### src/rtl/i2c_slave_rx_ack_if.sv
// Bus between the I2C slave bit reader / controller and the receive assembler.
// The slave modport is the assembler's view; master is the driving side.
interface i2c_slave_rx_ack_if;
    logic       go;
    logic       addr_phase;
    logic       ack_en;
    logic       bit_data;
    logic       bit_load;
    logic       byte_finish;
    logic       scl;
    logic [7:0] rx_byte;
    logic       rx_valid;
    logic       addr_match;
    logic       rw;
    logic       sda_oe;
    logic       ack_done;
    logic       nack;
    logic       frame_error;

    modport slave (
        input  go, addr_phase, ack_en, bit_data, bit_load, byte_finish, scl,
        output rx_byte, rx_valid, addr_match, rw, sda_oe, ack_done, nack, frame_error
    );

    modport master (
        output go, addr_phase, ack_en, bit_data, bit_load, byte_finish, scl,
        input  rx_byte, rx_valid, addr_match, rw, sda_oe, ack_done, nack, frame_error
    );
endinterface

### src/rtl/i2c_slave_rx_ack.sv
// I2C slave receive assembler: MSB-first byte assembly, address compare, ACK/NACK on SDA.
// Define I2C_SLAVE_GENERAL_CALL_EN to also accept the general-call address byte 8'h00.
module i2c_slave_rx_ack #(
    parameter logic [6:0] SLAVE_ADDR = 7'h50
) (
    input  logic               clock,
    input  logic               reset_n,
    i2c_slave_rx_ack_if.slave  bus
);
    typedef enum logic [2:0] {IDLE, SHIFT, ACK_SETUP, ACK_HIGH, ACK_RELEASE} state_t;

    state_t     state_q;
    logic [1:0] scl_hist_q;
    logic [2:0] cnt_q;
    logic [6:0] sh_q;
    logic [7:0] rx_byte_q;
    logic       rx_valid_q, addr_match_q, rw_q, sda_oe_q, ack_done_q, nack_q, frame_error_q;
    logic       ack_q;

    logic       scl_rise, scl_fall, addr_hit;
    logic [7:0] rx_byte_d;

    assign scl_rise  = (scl_hist_q == 2'b01);
    assign scl_fall  = (scl_hist_q == 2'b10);
    assign rx_byte_d = {sh_q, bus.bit_data};

`ifdef I2C_SLAVE_GENERAL_CALL_EN
    assign addr_hit = (rx_byte_d[7:1] == SLAVE_ADDR) || (rx_byte_d == 8'h00);
`else
    assign addr_hit = (rx_byte_d[7:1] == SLAVE_ADDR);
`endif

    always_ff @(posedge clock or negedge reset_n) begin
        if (!reset_n) begin
            state_q       <= IDLE;
            scl_hist_q    <= 2'b00;
            cnt_q         <= 3'd0;
            sh_q          <= 7'd0;
            rx_byte_q     <= 8'h00;
            rx_valid_q    <= 1'b0;
            addr_match_q  <= 1'b0;
            rw_q          <= 1'b0;
            sda_oe_q      <= 1'b0;
            ack_done_q    <= 1'b0;
            nack_q        <= 1'b0;
            frame_error_q <= 1'b0;
            ack_q         <= 1'b0;
        end else begin
            scl_hist_q <= {scl_hist_q[0], bus.scl};
            rx_valid_q <= 1'b0;
            ack_done_q <= 1'b0;
            if (!bus.go) begin
                state_q       <= IDLE;
                sda_oe_q      <= 1'b0;
                cnt_q         <= 3'd0;
                addr_match_q  <= 1'b0;
                frame_error_q <= 1'b0;
            end else begin
                case (state_q)
                    IDLE: state_q <= SHIFT;
                    SHIFT: if (bus.bit_load) begin
                        sh_q  <= rx_byte_d[6:0];
                        cnt_q <= cnt_q + 3'd1;
                        if (bus.byte_finish) begin
                            rx_byte_q  <= rx_byte_d;
                            rx_valid_q <= 1'b1;
                            cnt_q      <= 3'd0;
                            // A short byte is reported but never acknowledged.
                            if (cnt_q != 3'd7) begin
                                frame_error_q <= 1'b1;
                            end else begin
                                state_q <= ACK_SETUP;
                                if (bus.addr_phase) begin
                                    addr_match_q <= addr_hit;
                                    ack_q        <= addr_hit;
                                    if (addr_hit) rw_q <= rx_byte_d[0];
                                end else begin
                                    ack_q <= bus.ack_en && addr_match_q;
                                end
                            end
                        end
                    end
                    // A fall coincident with completion is seen while still in SHIFT, so it is skipped.
                    ACK_SETUP: if (scl_fall) begin
                        sda_oe_q <= ack_q;
                        state_q  <= ACK_HIGH;
                    end
                    ACK_HIGH: if (scl_rise) state_q <= ACK_RELEASE;
                    ACK_RELEASE: if (scl_fall) begin
                        sda_oe_q   <= 1'b0;
                        ack_done_q <= 1'b1;
                        nack_q     <= ~ack_q;
                        state_q    <= SHIFT;
                    end
                    default: state_q <= IDLE;
                endcase
            end
        end
    end

    assign bus.rx_byte     = rx_byte_q;
    assign bus.rx_valid    = rx_valid_q;
    assign bus.addr_match  = addr_match_q;
    assign bus.rw          = rw_q;
    assign bus.sda_oe      = sda_oe_q;
    assign bus.ack_done    = ack_done_q;
    assign bus.nack        = nack_q;
    assign bus.frame_error = frame_error_q;
endmodule

### src/flat_wrapper.sv
// flat-port wrapper written by rule: the top's interface ports become plain ports
module i2c_slave_rx_ack_flat 
#(
    parameter logic [6:0] SLAVE_ADDR = 7'h50
)
  (clock, reset_n, bus_go, bus_addr_phase, bus_ack_en, bus_bit_data, bus_bit_load, bus_byte_finish, bus_scl, bus_rx_byte, bus_rx_valid, bus_addr_match, bus_rw, bus_sda_oe, bus_ack_done, bus_nack, bus_frame_error);
  i2c_slave_rx_ack_if bus_i ();
  input  logic clock;
  input  logic reset_n;
  input wire logic [$bits(bus_i.go)-1:0] bus_go;
  input wire logic [$bits(bus_i.addr_phase)-1:0] bus_addr_phase;
  input wire logic [$bits(bus_i.ack_en)-1:0] bus_ack_en;
  input wire logic [$bits(bus_i.bit_data)-1:0] bus_bit_data;
  input wire logic [$bits(bus_i.bit_load)-1:0] bus_bit_load;
  input wire logic [$bits(bus_i.byte_finish)-1:0] bus_byte_finish;
  input wire logic [$bits(bus_i.scl)-1:0] bus_scl;
  output wire logic [$bits(bus_i.rx_byte)-1:0] bus_rx_byte;
  output wire logic [$bits(bus_i.rx_valid)-1:0] bus_rx_valid;
  output wire logic [$bits(bus_i.addr_match)-1:0] bus_addr_match;
  output wire logic [$bits(bus_i.rw)-1:0] bus_rw;
  output wire logic [$bits(bus_i.sda_oe)-1:0] bus_sda_oe;
  output wire logic [$bits(bus_i.ack_done)-1:0] bus_ack_done;
  output wire logic [$bits(bus_i.nack)-1:0] bus_nack;
  output wire logic [$bits(bus_i.frame_error)-1:0] bus_frame_error;
  assign bus_i.go = bus_go;
  assign bus_i.addr_phase = bus_addr_phase;
  assign bus_i.ack_en = bus_ack_en;
  assign bus_i.bit_data = bus_bit_data;
  assign bus_i.bit_load = bus_bit_load;
  assign bus_i.byte_finish = bus_byte_finish;
  assign bus_i.scl = bus_scl;
  assign bus_rx_byte = bus_i.rx_byte;
  assign bus_rx_valid = bus_i.rx_valid;
  assign bus_addr_match = bus_i.addr_match;
  assign bus_rw = bus_i.rw;
  assign bus_sda_oe = bus_i.sda_oe;
  assign bus_ack_done = bus_i.ack_done;
  assign bus_nack = bus_i.nack;
  assign bus_frame_error = bus_i.frame_error;
  i2c_slave_rx_ack #(.SLAVE_ADDR(SLAVE_ADDR)) u_core (.clock(clock), .reset_n(reset_n), .bus(bus_i));
endmodule
### config.mk
export PLATFORM = sky130hd
export DESIGN_NAME = i2c_slave_rx_ack_flat
export DESIGN_NICKNAME = d
export VERILOG_FILES = /design/src/rtl/i2c_slave_rx_ack_if.sv /design/src/rtl/i2c_slave_rx_ack.sv /design/src/flat_wrapper.sv
export SDC_FILE = /design/constraint.sdc
export NUM_CORES = 1
export LEC_CHECK = 0
export CORE_MARGIN = 1
export CORE_UTILIZATION = 55
export CTS_CLUSTER_DIAMETER = 120
export DETAILED_ROUTE_END_ITERATION = 6
export PLACE_DENSITY = 0.82
export SLEW_MARGIN = 25
export SYNTH_ARGS = -nofsm -noshare
export SYNTH_HDL_FRONTEND = slang
export SYNTH_SLANG_ARGS = --single-unit
### constraint.sdc
create_clock -name clock -period 3.7 [get_ports clock]
set_clock_uncertainty 0.05 [all_clocks]
set_input_delay 0.37 -clock clock [delete_from_list [all_inputs] [get_ports clock]]
set_output_delay 0.37 -clock clock [all_outputs]
set_load 0.1 [all_outputs]
Word level (Yosys, flattened, before mapping)
Cells that the tools add are included.
Widths: inputs -> output; s select.
{ "totals": {"word_cells": 84, "inputBits": 9, "output_inout_bits": 15, "register_bits": 31} }
{ "op_classes": {"n_eq_ne": 21, "muxes": 35, "reduce_logical": 12, "n_addsub": 1, "bitwise_logic": 2} }
{ "op_table": {"columns": ["operator", "n"], "rows": [
  ["$mux 3", 11],
  ["$mux 1", 22],
  ["$pmux 3 s5", 1],
  ["$ne 3x3->1 const B", 4],
  ["$ne 2x1->1 const B", 5],
  ["$reduce_and 5->1", 2],
  ["$ne 3x2->1 const B", 3],
  ["$reduce_and 3->1", 3],
  ["$reduce_and 4->1", 2],
  ["$eq 7x7->1 const B", 1],
  ["$reduce_and 7->1", 1],
  ["$eq 3x2->1 const B", 2],
  ["$reduce_and 6->1", 1],
  ["$add 3x1->3 const B", 1],
  ["$eq 3x1->1 const B", 1],
  ["$eq 3x3->1 const B", 1],
  ["$logic_not 3->1", 1],
  ["$ne 3x1->1 const B", 1],
  ["$eq 2x1->1 const B", 1],
  ["$eq 2x2->1 const B", 1],
  ["$ne 2x2->1 const B", 1],
  ["$not 1->1", 2],
  ["$pmux 1 s2", 1],
  ["$reduce_and 2->1", 1],
  ["$logic_and 1x1->1", 1]
]} }

Logic depth before layout (Yosys ltp)
{ "depth": {"ltp_word": 7, "mapped_depth": 5, "mapped_depth_nobuf": 5} }

Worst setup path before layout
No wires, ideal clock.
{ "synth_timing": {"path_type": "register -> register", "start": "register u_core.state_q[2]", "end": "register u_core.rw_q (netlist: u_core.bus.rw)", "setup_ps": 125, "arrival_time_ps": 1367, "setup_slack_ps": 2158, "period_less_slack_ps": 1542, "t_required_ps": 3525, "path_buffers": 1, "path_stages_with_launch": 5, "path_cell_list": "dfrtp_1 > buf_6 > nand4bb_4 > nor4_1 > mux2_2"} }
{ "synth_between": {"elab_chain_len": 2} }
{ "synth_lines": {"columns": ["item", "line", "source"], "rows": [
  ["start: declaration", "i2c_slave_rx_ack.sv:12", "state_t state_q;"],
  ["start signal: assignment", "i2c_slave_rx_ack.sv:35", "state_q <= IDLE;"],
  ["start signal: assignment", "i2c_slave_rx_ack.sv:53", "state_q <= IDLE;"],
  ["start signal: assignment", "i2c_slave_rx_ack.sv:60", "IDLE: state_q <= SHIFT;"],
  ["$eq 3x1->1", "i2c_slave_rx_ack.sv:59", "case (state_q)"],
  ["$reduce_and 7->1 (no line)", null, null],
  ["end signal: assignment", "i2c_slave_rx_ack.sv:76", "if (addr_hit) rw_q <= rx_byte_d[0];"],
  ["end: declaration", "i2c_slave_rx_ack.sv:17", "logic rx_valid_q, addr_match_q, rw_q, sda_oe_q, ack_done_q, nack_q, frame_error_q;"]
]} }
No other way between the ends.
A chain may end at the register's enable or synchronous reset.

Worst setup path after layout
{ "layout_timing": {"start": "register u_core.addr_match_q (netlist: u_core.bus.addr_match)", "end": "output bus_addr_match"} }
{ "layout_rtl": {"columns": ["item", "line", "source"], "rows": [
  ["start: declaration", "i2c_slave_rx_ack.sv:17", null],
  ["start signal: assignment", "i2c_slave_rx_ack.sv:74", "addr_match_q <= addr_hit;"],
  ["end: declaration", "flat_wrapper.sv:19", "output wire logic [$bits(bus_i.addr_match)-1:0] bus_addr_match;"]
]} }
No word-level cell between the ends.

==> impl_results.md <==
* Status: completed
* Yosys cell types at 35
* Die Footprint at 2796 um^2
* Total wire length at 2.599 mm
* Final hold vios at 0
* P&R area growth vs syn at 21.35%
* Dominant cell type by area after synthesis: dfrtp_1
* Row cnt at 18
* Ant. Diodes at 0
* Initial Util at 58.00%
* Layout cells sized above 1 at 21.28%
* Remaining DRCs at 0
* CP max FO at 3
* Post-Syn Area at 1424 um^2
* Drt pass-1 iters at 4
* TritonCTS Buffers at 5
* Reg2reg start: u_core.state_q[0]$_DFFE_PN0P_
* Die height at 52.88 um
* Seq cells post-synth at 31
* Max-slew violations at 0
* Pwr Density at 639.4 nW/um^2
* XOR/XNOR Fraction of Synth Area at 0%
* Via count at 964
* Crit path DAT at 1.87 ns
* Tmin final at 2.288 ns
* Crit. path cell count at 1
* Slew HR at 34.90%
* Post-CTS Setup Repair Bufs at 0
* Multiplexer area fraction after synthesis at 14.15%
* GRT Residual Overflow at 0
* Max Buffers Root-to-Sink at 2
* Vias per inst at 5.637
* Root cell of the clock tree: clkbuf_4
* Number of antenna violations at the first check in global routing at 0
* Vias in the first global route at 925
* Count of final setup violators at 0
* Worst setup EP type: primary output
* DP Area at 1674 um^2
* Mean post-synth cell area at 12.60 um^2
* Setup TNS at 0 ns
* Overall Global Routing Usage at 22.59%
* # nets final at 152
* RR Endpoint: u_core.sh_q[2]$_DFFE_PN0P_
* Final core occ at 70.39%
* Number of max-cap violations at 0
* Count of hold-fix buffers inserted at cts at 0
* Worst setup SP type: flip-flop
* Final non-filler cell area at 1728 um^2
* Dpl ws at 1.582 ns
* Total nets after synthesis at 125
* Clock latency on the worst-skew pair at 0.32 ns
* WS Path Type: flip-flop to primary output
* R2R depth at 3
* Synth area leaders: dfrtp_1 54%, mux2_2 13%, ha_1 2.6%
* GPL Wtd Cong at 0.7869
* Adder-cell area share of the yosys netlist at 2.636%
* Max Fclk at 437.2 MHz
* Worst Max-Slew Pin Slew at 0.9735 ns
* Number of fill cells at 185
* Cts repair resizes at 0
* Power, Total at 1.105 mW
* Detail Route Antenna Nets at 0
* Post-synthesis compound-gate area fraction at 7.381%
* CP max stage cell: clkdlybuf4s50_1
* Htree depth at 2
* Hold Crit Class: primary input to async pin
* Final period util at 61.82%
* Pin count of the biggest net entering global routing at 32
* Total clock sinks at 31
* Largest family of logic cells by synthesized area: simple AND/OR/NAND/NOR gates
* Cell family with most CP delay: buffers and inverters
* Unrepaired setup endpoints after global routing: false
* WP data required at 3.28 ns
* Clock transition at path regs at 0.10 ns
* HPWL Detailed at 1.883 mm
* Reg-to-reg slack, setup at 1.99 ns
* Core Box Area at 2455 um^2
* CTS tree: done
* Buf/Inv on CP at 1
* CP max stage delay at 1.15 ns
* Routed WL per cell at 15.20 um
* Simple-gate share of the synthesized area at 18.01%
* Peak supply drop at 0.6846 mV
* Ys Warns at 0
* LEAKAGE at 0.7446 nW
* Die width at 52.88 um
* Cells along the critical path: clkdlybuf4s50_1
* Post-synthesis cell count at 113
* Initial DRC Count at 14
* Port Buffers at 23
* Share of the synthesized area in the top cell type at 54.48%
* Io pins at 24
* Final WS setup at 1.412 ns
* Register area share after synthesis at 54.48%
* Global-route wire length before repair at 4.374 mm
## worst max-delay path by stage
stage                                                 start  slack (ns)                                 to
after global placement                         bus_bit_load        1.64  u_core.bus.rx_byte[0]$_DFFE_PN0P_
after global routing      u_core.bus.addr_match$_DFFE_PN0P_        1.37                     bus_addr_match
after CTS                 u_core.bus.addr_match$_DFFE_PN0P_        1.40                     bus_addr_match
after floorplan               u_core.state_q[2]$_DFFE_PN0P_        2.16          u_core.bus.rw$_DFFE_PN0P_
final                     u_core.bus.addr_match$_DFFE_PN0P_        1.41                     bus_addr_match
after detailed placement                       bus_bit_load        1.58  u_core.bus.rx_byte[0]$_DFFE_PN0P_
## cell usage in the layout, fill, tap and decap left out, drive strengths merged, types with 2 or more instances in the layout
cell type | Yosys | final
mux2 | 17 | 17
nand4bb | 2 | 2
and3b | 2 | 2
nand4 | 2 | 2
o21ai | 5 | 5
nor2b | 2 | 2
a21oi | 6 | 6
nand3b | 4 | 4
clkdlybuf4s50 | 0 | 23
or4 | 2 | 2
inv | 6 | 6
dfrtp | 31 | 31
or3 | 2 | 2
clkbuf | 1 | 6
nand3 | 5 | 5
nand2 | 5 | 5
ha | 3 | 3
## kinds of logic after synthesis
kind of cell	Yosys count
DFF	31
muxes	18
and+or+nand+nor	34
buffers and inverters	10
AOI/OAI and AO/OA	17
adders and majority gates	3
## worst reg2reg max path: stages (launching register included)
cell	delay (ns)
dfrtp_1	0.57
and3b_1	0.27
and2_1	0.32
mux2_2	0.38
## registers in the layout, summed over array words and instances (netlist names)
signal and cells:
u_core.bus.nack 1, u_core.bus.addr_match 1, u_core.bus.rw 1, u_core.bus.rx_valid 1
u_core.sh_q 7, u_core.bus.rx_byte 8, u_core.bus.sda_oe 1, u_core.state_q 3
u_core.bus.ack_done 1, u_core.bus.frame_error 1, u_core.ack_q 1, u_core.cnt_q 3
u_core.scl_hist_q 2
## cells in the mapped netlist
library cell and instances:
a21boi_0 1, a21oi_1 6, a31oi_1 1, and2_1 1
and3b_1 2, and4_1 1, and4bb_2 1, buf_2 2
buf_6 1, clkbuf_1 1, dfrtp_1 31, ha_1 3
inv_1 6, mux2_2 17, mux2i_1 1, nand2_1 5
nand3_1 4, nand3_2 1, nand3b_1 4, nand4_1 2
nand4bb_1 1, nand4bb_4 1, nor2_1 1, nor2b_1 2
nor3b_1 1, nor4_1 1, nor4b_2 1, o2111a_1 1
o21ai_0 5, o31ai_1 1, o32ai_1 1, o41ai_1 1
or3_1 2, or3b_2 1, or4_1 2
## per-layer routing
metal | share of wire (%) | GRT usage, % | vias up
met5 | 0 | 0 | -
met4 | 1.1 | 9.211 | 0
met3 | 5.2 | 6.897 | 4
met2 | 49 | 34.18 | 24
met1 | 45 | 30.11 | 468
li1 | - | - | 468
## layout make-up
cell class / count / area, um^2 / area share (%)
Sequential cell: 31 / 775.7 / 44.89
Multi-Input combinational cell: 72 / 600.6 / 34.76
Timing Repair Buffer: 24 / 237.7 / 13.76
Clock buffer: 6 / 41.29 / 2.390
Tap cell: 30 / 37.54 / 2.172
Inverter: 6 / 22.52 / 1.303
Clock inverter: 2 / 12.51 / 0.7241
## power breakdown
part	internal [mW]	switching, mW	leakage (nW)	total (mW)
logic	0.132	0.322	0.315	0.454
registers	0.411	0.0548	0.401	0.465
clock network	0.0732	0.112	0.0282	0.185
## through the flow
| step | hold slack [ns] | std cells |
|---|---|---|
| final | 0.3781 | 171 |
| after global routing | 0.4225 | 171 |
| after CTS | 0.3762 | 171 |
| after detailed placement | 0.4189 | 163 |
| after global placement | 0.4036 | 163 |
| after floorplan | 0.02441 | 113 |
Power figures use the tool's default switching activity.
